File: src/rtl/zxvga_sync_gen.sv
`default_nettype none
// ============================================================================
// Module      : zxvga_sync_gen
// Description : Pixel/line counter and sync generator for a ZX-style VGA
//               pipeline. The horizontal front porch (HFP) and the machine
//               timing mode are shadowed once per frame, at the (0,0) wrap, so
//               the line length is constant across a frame.
// Ports       : clk            - pixel-domain clock
//               reset_n        - asynchronous active-low reset
//               ce             - pixel enable, block advances only when 1
//               machine_timing - timing mode, latched at frame wrap
//               ha_value       - horizontal front-porch length, latched at wrap
//               hcount/vcount  - pixel / line index presented this cycle
//               hsync/vsync    - sync outputs, level SYNC_POL when asserted
//               active         - visible-region flag
//               line_start     - one ce-cycle pulse at hcount=0
//               frame_start    - one ce-cycle pulse at hcount=0, vcount=0
//               timing_latched - machine_timing captured for this frame
// Revision    : 1.0 - initial release
// ============================================================================
module zxvga_sync_gen #(
    parameter int H_ACTIVE = 720,
    parameter int H_SYNC   = 64,
    parameter int H_BACK   = 32,
    parameter int V_ACTIVE = 576,
    parameter int V_FRONT  = 5,
    parameter int V_SYNC   = 5,
    parameter int V_BACK   = 39,
    parameter bit SYNC_POL = 1'b0
) (
    input  logic        clk,
    input  logic        reset_n,
    input  logic        ce,
    input  logic [2:0]  machine_timing,
    input  logic [10:0] ha_value,
    output logic [10:0] hcount,
    output logic [9:0]  vcount,
    output logic        hsync,
    output logic        vsync,
    output logic        active,
    output logic        line_start,
    output logic        frame_start,
    output logic [2:0]  timing_latched
);

    typedef enum logic [1:0] {
        PH_ACTIVE = 2'd0,
        PH_FRONT  = 2'd1,
        PH_SYNC   = 2'd2,
        PH_BACK   = 2'd3
    } phase_t;

    localparam logic [11:0] C_H_ACT     = 12'(H_ACTIVE);
    localparam logic [11:0] C_H_SYNC    = 12'(H_SYNC);
    localparam logic [11:0] C_H_FIXED   = 12'(H_ACTIVE + H_SYNC + H_BACK);
    localparam logic [10:0] C_HFP_RESET = 11'd48;
    localparam logic [9:0]  C_V_FRONT   = 10'(V_ACTIVE);
    localparam logic [9:0]  C_V_SYNC    = 10'(V_ACTIVE + V_FRONT);
    localparam logic [9:0]  C_V_BACK    = 10'(V_ACTIVE + V_FRONT + V_SYNC);
    localparam logic [9:0]  C_VT_M1     = 10'(V_ACTIVE + V_FRONT + V_SYNC + V_BACK - 1);

    logic [10:0] r_hcount;
    logic [9:0]  r_vcount;
    logic [10:0] r_hfp;
    logic [2:0]  r_timing;
    logic        r_started;   // 0 until the first ce cycle after reset
    logic        r_hsync;
    logic        r_vsync;
    logic        r_active;
    logic        r_line_start;
    logic        r_frame_start;

    logic [11:0] w_ht;
    logic        w_h_last;
    logic        w_v_last;
    logic        w_wrap;
    logic [10:0] w_h_next;
    logic [9:0]  w_v_next;
    logic [10:0] w_hfp_cap;
    logic [10:0] w_hfp_next;
    logic [11:0] w_hsync_start;
    logic [11:0] w_hsync_end;
    phase_t      w_hph;
    phase_t      w_vph;

    // Line length of the frame in progress; only changes at the (0,0) wrap.
    assign w_ht = C_H_FIXED + {1'b0, r_hfp};

    // ">=" rather than "==" so an out-of-range count still wraps to 0; the
    // all-ones test keeps an 11-bit counter from rolling over if HT > 2048.
    assign w_h_last = ({1'b0, r_hcount} >= (w_ht - 12'd1)) || (&r_hcount);
    assign w_v_last = (r_vcount >= C_VT_M1);

    // The first ce cycle after reset behaves like a frame wrap so that (0,0)
    // is presented together with line_start/frame_start and fresh shadows.
    assign w_wrap   = !r_started || (w_h_last && w_v_last);
    assign w_h_next = (!r_started || w_h_last) ? 11'd0 : r_hcount + 11'd1;
    assign w_v_next = w_wrap   ? 10'd0 :
                      w_h_last ? r_vcount + 10'd1 : r_vcount;

    assign w_hfp_cap  = (ha_value == 11'd0) ? 11'd1 : ha_value;
    assign w_hfp_next = w_wrap ? w_hfp_cap : r_hfp;

    // Phases are decoded for the position about to be presented, using the
    // HFP that will be in force for it, so all flags align with the counters.
    assign w_hsync_start = C_H_ACT + {1'b0, w_hfp_next};
    assign w_hsync_end   = w_hsync_start + C_H_SYNC;

    always_comb begin
        w_hph = PH_BACK;
        if ({1'b0, w_h_next} < C_H_ACT) begin
            w_hph = PH_ACTIVE;
        end else if ({1'b0, w_h_next} < w_hsync_start) begin
            w_hph = PH_FRONT;
        end else if ({1'b0, w_h_next} < w_hsync_end) begin
            w_hph = PH_SYNC;
        end
    end

    always_comb begin
        w_vph = PH_BACK;
        if (w_v_next < C_V_FRONT) begin
            w_vph = PH_ACTIVE;
        end else if (w_v_next < C_V_SYNC) begin
            w_vph = PH_FRONT;
        end else if (w_v_next < C_V_BACK) begin
            w_vph = PH_SYNC;
        end
    end

    always_ff @(posedge clk or negedge reset_n) begin
        if (!reset_n) begin
            r_hcount      <= 11'd0;
            r_vcount      <= 10'd0;
            r_hfp         <= C_HFP_RESET;
            r_timing      <= 3'd0;
            r_started     <= 1'b0;
            r_hsync       <= ~SYNC_POL;
            r_vsync       <= ~SYNC_POL;
            r_active      <= 1'b0;
            r_line_start  <= 1'b0;
            r_frame_start <= 1'b0;
        end else if (ce) begin
            r_hcount      <= w_h_next;
            r_vcount      <= w_v_next;
            r_hfp         <= w_hfp_next;
            r_started     <= 1'b1;
            r_hsync       <= (w_hph == PH_SYNC) ? SYNC_POL : ~SYNC_POL;
            r_vsync       <= (w_vph == PH_SYNC) ? SYNC_POL : ~SYNC_POL;
            r_active      <= (w_hph == PH_ACTIVE) && (w_vph == PH_ACTIVE);
            r_line_start  <= (w_h_next == 11'd0);
            r_frame_start <= w_wrap;
            if (w_wrap) begin
                r_timing <= machine_timing;
            end
        end else begin
            // Pulses last exactly one ce cycle; everything else holds.
            r_line_start  <= 1'b0;
            r_frame_start <= 1'b0;
        end
    end

    assign hcount         = r_hcount;
    assign vcount         = r_vcount;
    assign hsync          = r_hsync;
    assign vsync          = r_vsync;
    assign active         = r_active;
    assign line_start     = r_line_start;
    assign frame_start    = r_frame_start;
    assign timing_latched = r_timing;

endmodule
`default_nettype wire

File: config.mk
export PLATFORM = sky130hd
export DESIGN_NAME = zxvga_sync_gen
export DESIGN_NICKNAME = d
export VERILOG_FILES = /design/src/rtl/zxvga_sync_gen.sv
export SDC_FILE = /design/constraint.sdc
export NUM_CORES = 1
export LEC_CHECK = 0
export BUFFER_PORTS_ARGS = -buffer_cell sky130_fd_sc_hd__buf_4
export CAP_MARGIN = 20
export CORE_AREA = 2 2 82 84
export DETAILED_ROUTE_END_ITERATION = 8
export DIE_AREA = 0 0 84 86
export MAX_ROUTING_LAYER = met4
export PLACE_DENSITY = 0.76
export SYNTH_ARGS = -nofsm -noshare
export SYNTH_HDL_FRONTEND = slang
export SYNTH_SLANG_ARGS = --single-unit
File: constraint.sdc
create_clock -name clk -period 7.05 [get_ports clk]
set_input_delay 0 -clock clk [delete_from_list [all_inputs] [get_ports clk]]
set_output_delay 0 -clock clk [all_outputs]
set_load 0.05 [all_outputs]
After elaboration in Yosys (flattened, before gate mapping)
Cells that the tools add are included.
{ "word_totals": {"regBits": 41, "in_bits": 17, "out_inout_bits": 29, "word_cells": 53} }
{ "op_classes": {"n_addsub": 6, "n_lt_le_gt_ge": 8, "eq_ne": 2, "n_mux": 15, "reduce_logical": 12} }
{ "ops": {"columns": ["cell", "count"], "rows": [
  ["two-way mux 11 bit", 3],
  ["< comparator 10 bit, second input constant", 3],
  ["adder 10 x 11 -> 12 bit, first input constant", 2],
  ["< comparator 11 x 12 -> 1 bit", 2],
  ["logical NOT 11 bit", 2],
  ["two-way mux 10 bit", 2],
  ["adder 12 x 7 -> 12 bit, second input constant", 1],
  [">= comparator 11 x 12 -> 1 bit", 1],
  ["subtractor 12 x 1 -> 12 bit, second input constant", 1],
  ["adder 11 x 1 -> 11 bit, second input constant", 1],
  ["< comparator 11 x 10 -> 1 bit, second input constant", 1],
  ["AND reduction 11 bit", 1],
  ["adder 10 x 1 -> 10 bit, second input constant", 1],
  [">= comparator 10 bit, second input constant", 1],
  ["two-way mux 2 bit", 4],
  ["two-way mux 1 bit", 6],
  ["equality test 2 bit, second input constant", 2],
  ["logical NOT 2 bit", 2],
  ["logical OR 1 bit", 3],
  ["logical AND 1 bit", 2],
  ["AND reduction 2 bit", 1],
  ["logical NOT 1 bit", 1]
]} }

Logic depth before layout (Yosys ltp)
Gate-level depths: netlist (run 1).
{ "logic_depth": {"word_depth": 15, "depth_mapped": 28, "ltp_nobuf": 27} }

Worst setup path before layout (run 1)
OpenSTA, ideal clock, no wires.
{ "synth_path": {"kind": "register -> register", "from": "reg r_hfp[2]", "to": "reg r_hsync, in the netlist hsync", "setup_time_ps": 91, "arrival_time_ps": 4899, "slack_ps": 2059, "path_stages_with_launch": 27, "n_path_buf": 1, "synth_period_minus_slack_ps": 4991, "cell_sequence": "dfrtp_1 nor4_4 nand2b_1 nand2b_1 a31oi_1 xnor2_1 ha_1 a21o_1 a21oi_1 o22a_1 o211a_2 nor2_1 buf_2 nand2_1 nand2_1 ha_1 or3_1 xor2_1 mux2i_1 xor2_1 ha_1 a21o_1 a21o_1 a21oi_1 inv_1 o32ai_1 a31oi_1"} }
{ "synth_between": {"elab_chain_len": 15, "word_cells_on_any_way": 19, "classes_between": "4 x add/sub; 4 x order compare; 1 x eq/ne; 6 x mux; 4 x reduce/logical"} }
{ "synth_lines": {"columns": ["item", "line_no", "rtl"], "rows": [
  ["start: declaration", "64", "logic [10:0] r_hfp;"],
  ["start signal: assignment", "146", "r_hfp <= w_hfp_next;"],
  ["adder 10 x 11 -> 12 bit *", "87", "assign w_ht = C_H_FIXED + {1'b0, r_hfp};"],
  ["subtractor 12 x 1 -> 12 bit *", "91", "assign w_h_last = ({1'b0, r_hcount} >= (w_ht - 12'd1)) || (&r_hcount);"],
  [">= comparator 11 x 12 -> 1 bit *", "91", null],
  ["logical OR 1 bit *", "91", null],
  ["logical AND 1 bit *", "96", "assign w_wrap = !r_started || (w_h_last && w_v_last);"],
  ["logical OR 1 bit *", "96", null],
  ["two-way mux 11 bit *", "102", "assign w_hfp_next = w_wrap ? w_hfp_cap : r_hfp;"],
  ["net w_hfp_next[4]", "80", "logic [10:0] w_hfp_next;"],
  ["adder 10 x 11 -> 12 bit *", "106", "assign w_hsync_start = C_H_ACT + {1'b0, w_hfp_next};"],
  ["adder 12 x 7 -> 12 bit", "107", "assign w_hsync_end = w_hsync_start + C_H_SYNC;"],
  ["< comparator 11 x 12 -> 1 bit", "115", "end else if ({1'b0, w_h_next} < w_hsync_end) begin"],
  ["two-way mux 1 bit", "115", null],
  ["two-way mux 2 bit *", "113", "end else if ({1'b0, w_h_next} < w_hsync_start) begin"],
  ["two-way mux 2 bit *", "111", "if ({1'b0, w_h_next} < C_H_ACT) begin"],
  ["equality test 2 bit *", "148", "r_hsync <= (w_hph == PH_SYNC) ? SYNC_POL : ~SYNC_POL;"],
  ["two-way mux 1 bit *", "148", null],
  ["end signal: assignment", "138", "r_hsync <= ~SYNC_POL;"],
  ["end signal: assignment", "148", null],
  ["end: declaration", "67", "logic r_hsync;"]
]} }
The timed path passes the listed nets; every way through them passes the cells marked *.
A chain may end at the register's enable or synchronous reset.

Worst setup path in the final report (run 1)
{ "layout_path": {"from": "reg r_hfp[3]", "to": "reg r_hsync, in the netlist hsync"} }
Same word-level chain as after synthesis.

==> results of run 1 <==
## layout make-up
class / instances / area (um2) / area share
sequential: 41 / 1030 / 0.256
clock buffer: 6 / 72.6 / 0.0180
clock inverter: 2 / 35.0 / 0.00870
inverter: 15 / 56.3 / 0.0140
timing repair buffer: 60 / 485 / 0.121
tap: 77 / 96.3 / 0.0239
multi-input combinational: 311 / 2250 / 0.559
## routing by layer
layer	share of wire	wire [um]	up-vias
li1	-	-	1490
met1	0.44	3600	1499
met2	0.49	4040	99
met3	0.053	440	17
met4	0.022	186	0
met5	0	0	-
## worst paths after layout
| path | endpoint | slack (ns) | depth (start not counted) |
|---|---|---|---|
| max | hsync | 0.95 | 26 |
| min in group asynchronous | vcount[2] | 0.22 | 2 |
| min reg2reg | vsync | 0.50 | 2 |
| min | r_hfp[0] | 0.04 | 3 |
| max in group asynchronous | hsync | 6.46 | 2 |
| max reg2reg | hsync | 0.95 | 26 |
## through the flow
step           power (mW)  instance area (um2)  cells  hold slack [ns]  worst slack [ns]
2_1_floorplan       0.595                 3420    385           -0.296              2.06
5_1_grt             0.960                 4030    512           0.0509             0.462
6_report            0.901                 4030    512           0.0401             0.953
4_1_cts             0.904                 4030    512           0.0298             0.979
3_5_place_dp        0.707                 3780    490           0.0120              1.08
3_3_place_gp        0.697                 3780    490           0.0146              1.36
## placed cells by master, fill, tap and decap left out, types with 15 or more instances in the layout
cell type,instances
inv_1,15
nand2_1,45
xnor2_1,18
dfrtp_1,37
mux2_2,24
ha_1,31
a21oi_1,18
buf_4,46
nor2_1,31
## repair_timing
| action | 4_1_cts | 5_1_grt |
|---|---|---|
| hold buffers | 14 | 0 |
| hold endpoints to repair | 50 | 0 |
| buffers inserted | 0 | 0 |
## registers in the layout, indices dropped and copies added (netlist names)
name            count
line_start          1
frame_start         1
r_started           1
timing_latched      3
vcount             10
hcount             11
active              1
r_hfp              11
vsync               1
hsync               1
## cell families (layout without fill, tap and decap cells)
logic type,Yosys count,in the layout,share of synthesized area
compound gates,75,75,0.148
xor+xnor,32,32,0.0820
fa+ha+maj,31,31,0.114
buf+inv,33,83,0.0399
flops,41,41,0.302
mux,34,34,0.108
simple gates,139,139,0.206
## where the power goes
group	internal (mW)	switching, mW	leakage (nW)
combinational	0.156	0.242	1.35
clock	0.105	0.0823	0.0552
sequential	0.262	0.0538	0.519
total	0.523	0.378	1.92
## worst max-delay path, stage by stage, from the launching register on
cell and delay, ns:
dfrtp_1 0.46, nor4_4 0.36, nand2b_1 0.18, nand2b_1 0.08, nand2_1 0.08, xor2_1 0.07, ha_1 0.31, nand2_1 0.08
o21ai_0 0.19, a41oi_1 0.13, o211ai_1 0.72, nand2_1 0.52, nand2_1 0.19, nand2_1 0.09, ha_1 0.29, or3_1 0.43
xor2_1 0.16, mux2i_1 0.33, nand3b_1 0.22, xnor2_1 0.10, ha_1 0.31, o21ai_0 0.08, nand2b_1 0.08, o2111ai_1 0.11
a31oi_1 0.19, o32ai_1 0.10, a31oi_1 0.15
==> results.yml, run 1 <==
status:
  outcome: "finished, final reports clean"
timing:
  slew_viol_final: 0
  rsz0062_at_grt: "false"
  finalSetupViolCount: 0
  tightestPinTransition_ns: 0.781
  fin_crit_ns: 6.10
  hold_violations: 0
  tns_ns: 0
  worst_clock_skew_ns: 0.0145
  fmax_mhz: 164
  max_slew_margin: 0.477
  min_period_over_period: 0.865
global_routing:
  grt_pass1_vias: 2943
  grt.met2_usage: 0.399
  grtUsageMet3: 0.0414
  busiest_layer: "met2"
  antenna_found_initial: 0
  grt_max_degree: 42
  gr-usage-all-layers: 0.245
  overflow: 0
  grtUsageMet1: 0.316
  grt_first_pass_wirelength_mm: 14.1
synth:
  synth_edf_count: 0
  async_flop_share: 1.00
  ys_types: 57
  syn_area_per_cell_um2: 8.88
  yosys.area.top_type: "dfrtp_1"
  yosysTopAreaCellShare: 0.271
  netlist_area_mm2: 0.00342
  yosys_warnings: 0
  yosysSeqAreaShare: 0.302
  synthTopCellsByCount: "nand2_1, dfrtp_1, ha_1, nor2_1, mux2_2"
  synth-seq-cells: 41
  synth_nets: 433
  synth.most_common_cell: "nand2_1"
  synth_cells: 385
  synthTopCellsByArea: "dfrtp_1, ha_1, mux2_2, nand2_1, xnor2_1"
  ys.flop_type: "dfrtp_1"
die:
  ioPinCount: 46
  die_area_mm2: 0.00722
  fp-row-count: 29
  dieWidth_um: 84
  core_mm2: 0.00628
  die_h_um: 86
  start_util: 0.544
power:
  p_leak_nw: 1.92
  power_density_mw_per_mm2: 224
  irDropWorstVdd_mv: 0.207
cts:
  cts_max_path_buffers: 2
  root_buffer: "clkbuf_8"
  clk_pin_slew_ns: 0.09
  cts_tree: "done"
  insertion_delay_ns: 0.30
  htreeDepth: 2
  cts_num_sinks: 41
  cts-resized-gates: 0
  numCtsBuffers: 5
min_path:
  hp-start: "ha_value[0]"
  hp-class: "primary input to flop"
final_layout:
  antennaDiodeCount: 0
  syn_to_final_growth_pct: 17.8
  drive_gt1_frac: 0.207
  final_util: 0.641
  nFillCells: 550
  nets: 482
route:
  wl_per_cell_um: 16.2
  drc_errors: 0
  routed_via_density: 6.06
  drt-initial-drc-count: 156
  antenna_left: 0
  vias: 3105
  drtPass1Iterations: 5
  postRouteWirelength_mm: 8.28
setup_path:
  critical_path_class: "flop to flop"
  endpoint_kind: "flop"
  crit_start: "r_hfp[3]"
  crit_arrival_ns: 6.31
  worstPathRequired_ns: 7.27
  cp-start-kind: "flop"
  worstPathMaxFanout: 14
  r2r_start: "r_hfp[3]"
place:
  dp_hpwl_mm: 6.26
  gp_congestion: 0.971
  io_buffers: 45
job:
  cap_violations: 0
Note: power is estimated with default switching activity, not from simulation.
==> run 2, diff against run 1 <==
--- a/config.mk
+++ b/config.mk
@@ -7,11 +7,11 @@
 export LEC_CHECK = 0
 export BUFFER_PORTS_ARGS = -buffer_cell sky130_fd_sc_hd__buf_4
 export CAP_MARGIN = 20
-export CORE_AREA = 2 2 82 84
+export CORE_AREA = 2 2 110 112
 export DETAILED_ROUTE_END_ITERATION = 8
-export DIE_AREA = 0 0 84 86
+export DIE_AREA = 0 0 112 114
 export MAX_ROUTING_LAYER = met4
-export PLACE_DENSITY = 0.76
+export PLACE_DENSITY = 0.46
 export SYNTH_ARGS = -nofsm -noshare
 export SYNTH_HDL_FRONTEND = slang
 export SYNTH_SLANG_ARGS = --single-unit
==> results.yml, run 2 (same netlist as run 1, synthesis figures left out) <==
setup_path:
  crit_start: "r_hfp[3]"
  worstPathMaxFanout: 14
  rrSetupSlack_ns: 0.82
  critical_path_class: "flop to flop"
  endpoint_kind: "flop"
  r2r_cells: 26
  crit_end: "hsync"
  cp-start-kind: "flop"
  worstPathRequired_ns: 7.26
  r2r-end: "hsync"
  r2r_start: "r_hfp[3]"
  crit_arrival_ns: 6.44
die:
  die_area_mm2: 0.0128
  fp-row-count: 40
  start_util: 0.292
  dieWidth_um: 112
  ioPinCount: 46
  core_mm2: 0.0117
  die_h_um: 114
cts:
  cts_max_path_buffers: 2
  root_buffer: "clkbuf_16"
  clk_pin_slew_ns: 0.06
  cts_tree: "done"
  htreeDepth: 2
  post_cts_buffers: 0
  numCtsBuffers: 5
  insertion_delay_ns: 0.28
  cts_num_sinks: 41
power:
  power_density_mw_per_mm2: 226
  p_total_mw: 0.934
  irDropWorstVdd_mv: 0.121
  p_leak_nw: 1.93
global_routing:
  grt_max_degree: 42
  overflow: 0
  gr-usage-all-layers: 0.153
  grt_pass1_vias: 2909
  grt_first_pass_wirelength_mm: 15.1
  antenna_found_initial: 0
status:
  outcome: "finished, final reports clean"
place:
  gp_congestion: 0.839
  placed_area_mm2: 0.00387
  dp_hpwl_mm: 7.08
  io_buffers: 45
  dp.cells: 560
  pre_cts_ws_ns: 0.908
final_layout:
  syn_to_final_growth_pct: 20.9
  mostFrequentLayoutCell: "buf_4"
  final_util: 0.353
  drive_gt1_frac: 0.203
  nets: 481
  fin_cells: 581
  nFillCells: 1212
  fin_area_mm2: 0.00413
  final_cell_mix: "buf_4, nand2_1, dfrtp_1"
  seq_area_mm2: 0.00103
  antennaDiodeCount: 0
  multi_input_area_mm2: 0.00225
timing:
  fmax_mhz: 161
  tns_ns: 0
  finalSetupViolCount: 0
  hold_violations: 0
  rsz0062_at_grt: "false"
  tightestPinTransition_ns: 0.876
  slew_viol_final: 0
  worst_clock_skew_ns: 0.00341
  whs_ns: 0.0116
  max_slew_margin: 0.413
  fin_ws_ns: 0.821
  min_period_over_period: 0.884
  fin_crit_ns: 6.23
min_path:
  hp-class: "primary input to flop"
route:
  antenna_left: 0
  wl_met1_mm: 4.28
  top_layer: "met4"
  met2_length_mm: 4.34
  wl_per_cell_um: 15.8
  drc_errors: 0
  dr_wl_met3_um: 430
  drt-initial-drc-count: 105
  drtPass1Iterations: 4
  postRouteWirelength_mm: 9.20
  vias: 2971
  routed_via_density: 5.11
job:
  cap_violations: 0
run 2: cell type report:
type | count | area share
Multi-Input combinational cell | 311 | 0.544
Sequential cell | 41 | 0.249
Timing Repair Buffer | 59 | 0.115
Tap cell | 147 | 0.0445
Clock buffer | 8 | 0.0330
Inverter | 15 | 0.0136
run 2: worst min-delay path by stage:
stage                end         from  slack [ns]  depth (start not counted)
2_1_floorplan     active      reset_n       -0.30                          0
3_3_place_gp   vcount[2]      reset_n        0.02                          1
3_5_place_dp   vcount[2]      reset_n        0.03                          1
4_1_cts         r_hfp[7]  ha_value[7]       0.005                          2
5_1_grt         r_hfp[7]  ha_value[7]        0.02                          2
6_report        r_hfp[7]  ha_value[7]        0.01                          2
run 2: repair_timing:
action                                  CTS  global route
hold endpoints to repair                 49             0
hold buffers                             13             0
gates resized for setup                   0             0
endpoints found under the setup margin    0             0
run 2: per-layer routing:
metal,global-route usage,vias up
met2,0.244,78
met3,0.0303,12
met4,0.0431,0
met1,0.200,1390
met5,-,-
li1,-,1491
run 2: worst max-delay path: stages, from the launching register on:
cell,delay (ns)
dfrtp_1,0.44
nor4_4,0.36
nand2b_1,0.19
nand2b_1,0.09
nand2_1,0.08
xor2_1,0.07
ha_1,0.31
nand2_1,0.06
nor2_1,0.09
a41oi_1,0.22
o211ai_1,0.78
nand2_1,0.55
nand2_1,0.20
nand2_1,0.10
ha_1,0.28
or3_1,0.43
xor2_1,0.15
mux2i_1,0.33
nand3b_1,0.21
xnor2_1,0.10
ha_1,0.31
o21ai_0,0.08
nand2b_1,0.09
o2111ai_1,0.11
a31oi_1,0.23
o32ai_1,0.13
a31oi_1,0.16
run 2: power by group:
part | internal [mW] | leakage, nW | switching, mW
clock network | 0.132 | 0.0652 | 0.0905
registers | 0.263 | 0.519 | 0.0566
logic | 0.154 | 1.34 | 0.239
==> run 3, diff against run 2 <==
--- a/config.mk
+++ b/config.mk
@@ -11,7 +11,8 @@
 export DETAILED_ROUTE_END_ITERATION = 8
 export DIE_AREA = 0 0 112 114
 export MAX_ROUTING_LAYER = met4
-export PLACE_DENSITY = 0.46
+export PLACE_DENSITY = 0.47
+export SETUP_SLACK_MARGIN = 0.4
 export SYNTH_ARGS = -nofsm -noshare
 export SYNTH_HDL_FRONTEND = slang
 export SYNTH_SLANG_ARGS = --single-unit
==> constraint.sdc (replaced) <==
create_clock -name clk -period 5.2 [get_ports clk]
set_input_delay 0 -clock clk [delete_from_list [all_inputs] [get_ports clk]]
set_output_delay 0 -clock clk [all_outputs]
set_load 0.05 [all_outputs]
==> results.yml, run 3 (same netlist as run 1, synthesis figures left out) <==
route:
  wl_per_cell_um: 16.1
  drtPass1Iterations: 4
  drc_errors: 0
  drt-initial-drc-count: 194
  vias: 3087
  routed_via_density: 5.09
  postRouteWirelength_mm: 9.77
  antenna_left: 0
final_layout:
  multi_input_area_mm2: 0.00240
  nFillCells: 1206
  nets: 506
  mostFrequentLayoutCell: "buf_4"
  final_util: 0.383
  fin_cells: 606
  seq_area_mm2: 0.00103
  drive_gt1_frac: 0.316
  fin_area_mm2: 0.00448
  syn_to_final_growth_pct: 31.1
  final_cell_mix: "buf_4, nand2_1, dfrtp_1"
  antennaDiodeCount: 0
setup_path:
  cp-start-kind: "flop"
  worstPathMaxFanout: 6
  rrSetupSlack_ns: 0.40
  crit_arrival_ns: 5.02
  r2r-end: "hsync"
  endpoint_kind: "flop"
  worstPathRequired_ns: 5.42
  r2r_start: "r_hfp[0]"
  cpMaxStageDelayCell: "dfrtp_2"
  critical_path_class: "flop to flop"
  max_stage_delay_ns: 0.44
  r2r_cells: 27
status:
  outcome: "finished, final reports clean"
job:
  cap_violations: 0
power:
  power_density_mw_per_mm2: 298
  p_leak_nw: 2.06
  p_total_mw: 1.34
  irDropWorstVdd_mv: 0.244
global_routing:
  grt_max_degree: 42
  antenna_found_initial: 0
  gr-usage-all-layers: 0.166
  grt_first_pass_wirelength_mm: 16.1
  overflow: 0
  grt_pass1_vias: 3102
place:
  gp_congestion: 0.852
  placed_area_mm2: 0.00394
  io_buffers: 45
  dp.cells: 564
  pre_cts_ws_ns: 0.0112
  dp_hpwl_mm: 7.26
timing:
  tns_ns: 0
  fin_crit_ns: 4.80
  worst_clock_skew_ns: 0.00418
  slew_viol_final: 0
  tightestPinTransition_ns: 0.556
  fmax_mhz: 208
  finalSetupViolCount: 0
  rsz0062_at_grt: "true"
  fin_ws_ns: 0.401
  max_slew_margin: 0.630
  hold_violations: 0
  whs_ns: 0.0603
  min_period_over_period: 0.923
die:
  core_mm2: 0.0117
  fp-row-count: 40
  dieWidth_um: 112
  die_h_um: 114
  die_area_mm2: 0.0128
  ioPinCount: 46
  start_util: 0.292
cts:
  root_buffer: "clkbuf_16"
  htreeDepth: 2
  clk_pin_slew_ns: 0.06
  cts_tree: "done"
  insertion_delay_ns: 0.29
  cts_num_sinks: 41
  numCtsBuffers: 5
  cts_max_path_buffers: 2
min_path:
  holdPathEnd: "r_hfp[0]"
  hp-start: "ha_value[0]"
  hp-class: "primary input to flop"
  whs_path_depth: 3
## run 3: area by class of cell
| class | count | share of cell area |
|---|---|---|
| Tap cell | 147 | 0.0410 |
| Multi-Input combinational cell | 311 | 0.536 |
| Timing Repair Buffer | 84 | 0.149 |
| Inverter | 15 | 0.0126 |
| Sequential cell | 41 | 0.231 |
| Clock inverter | 2 | 0.00223 |
| Clock buffer | 6 | 0.0288 |
## run 3: power breakdown
part / total, mW / switching [mW] / internal [mW]
clock: 0.307 / 0.131 / 0.176
combinational: 0.607 / 0.364 / 0.243
sequential: 0.421 / 0.0652 / 0.356
## run 3: timing repair
| action | 4_1_cts | 5_1_grt |
|---|---|---|
| endpoints found under the hold margin | 50 | 0 |
| hold buffers | 14 | 0 |
| resized for setup | 13 | 14 |
| setup endpoints to repair | 1 | 1 |
| pin swaps | 22 | 19 |
| setup buffers | 17 | 3 |
## run 3: worst max path at each step
stage | from | end | depth (start not counted)
after global placement | r_hfp[0] | hsync | 26
final | r_hfp[0] | hsync | 27
after global routing | r_hfp[0] | hsync | 29
after CTS | r_hfp[0] | hsync | 28
after detailed placement | r_hfp[0] | hsync | 26
after floorplan | r_hfp[3] | hsync | 27
## run 3: critical path, delay by kind of cell, from the launching register on
family                     cells  cell delay (ns)
and+or+nand+nor               10             1.46
AOI/OAI and AO/OA              9             1.34
adders and majority gates      3             0.74
xor gates and xnor gates       3             0.48
DFF                            1             0.44
buffers and inverters          1             0.16
muxes                          1             0.09
## run 3: metal layers
layer / share of wire / up-vias / global-route usage / routed length [um]
met5: 0 / - / - / 0
met4: 0.014 / 0 / 0.0480 / 140
met3: 0.041 / 10 / 0.0335 / 396
met2: 0.49 / 78 / 0.269 / 4770
met1: 0.46 / 1463 / 0.211 / 4470
li1: - / 1536 / - / -
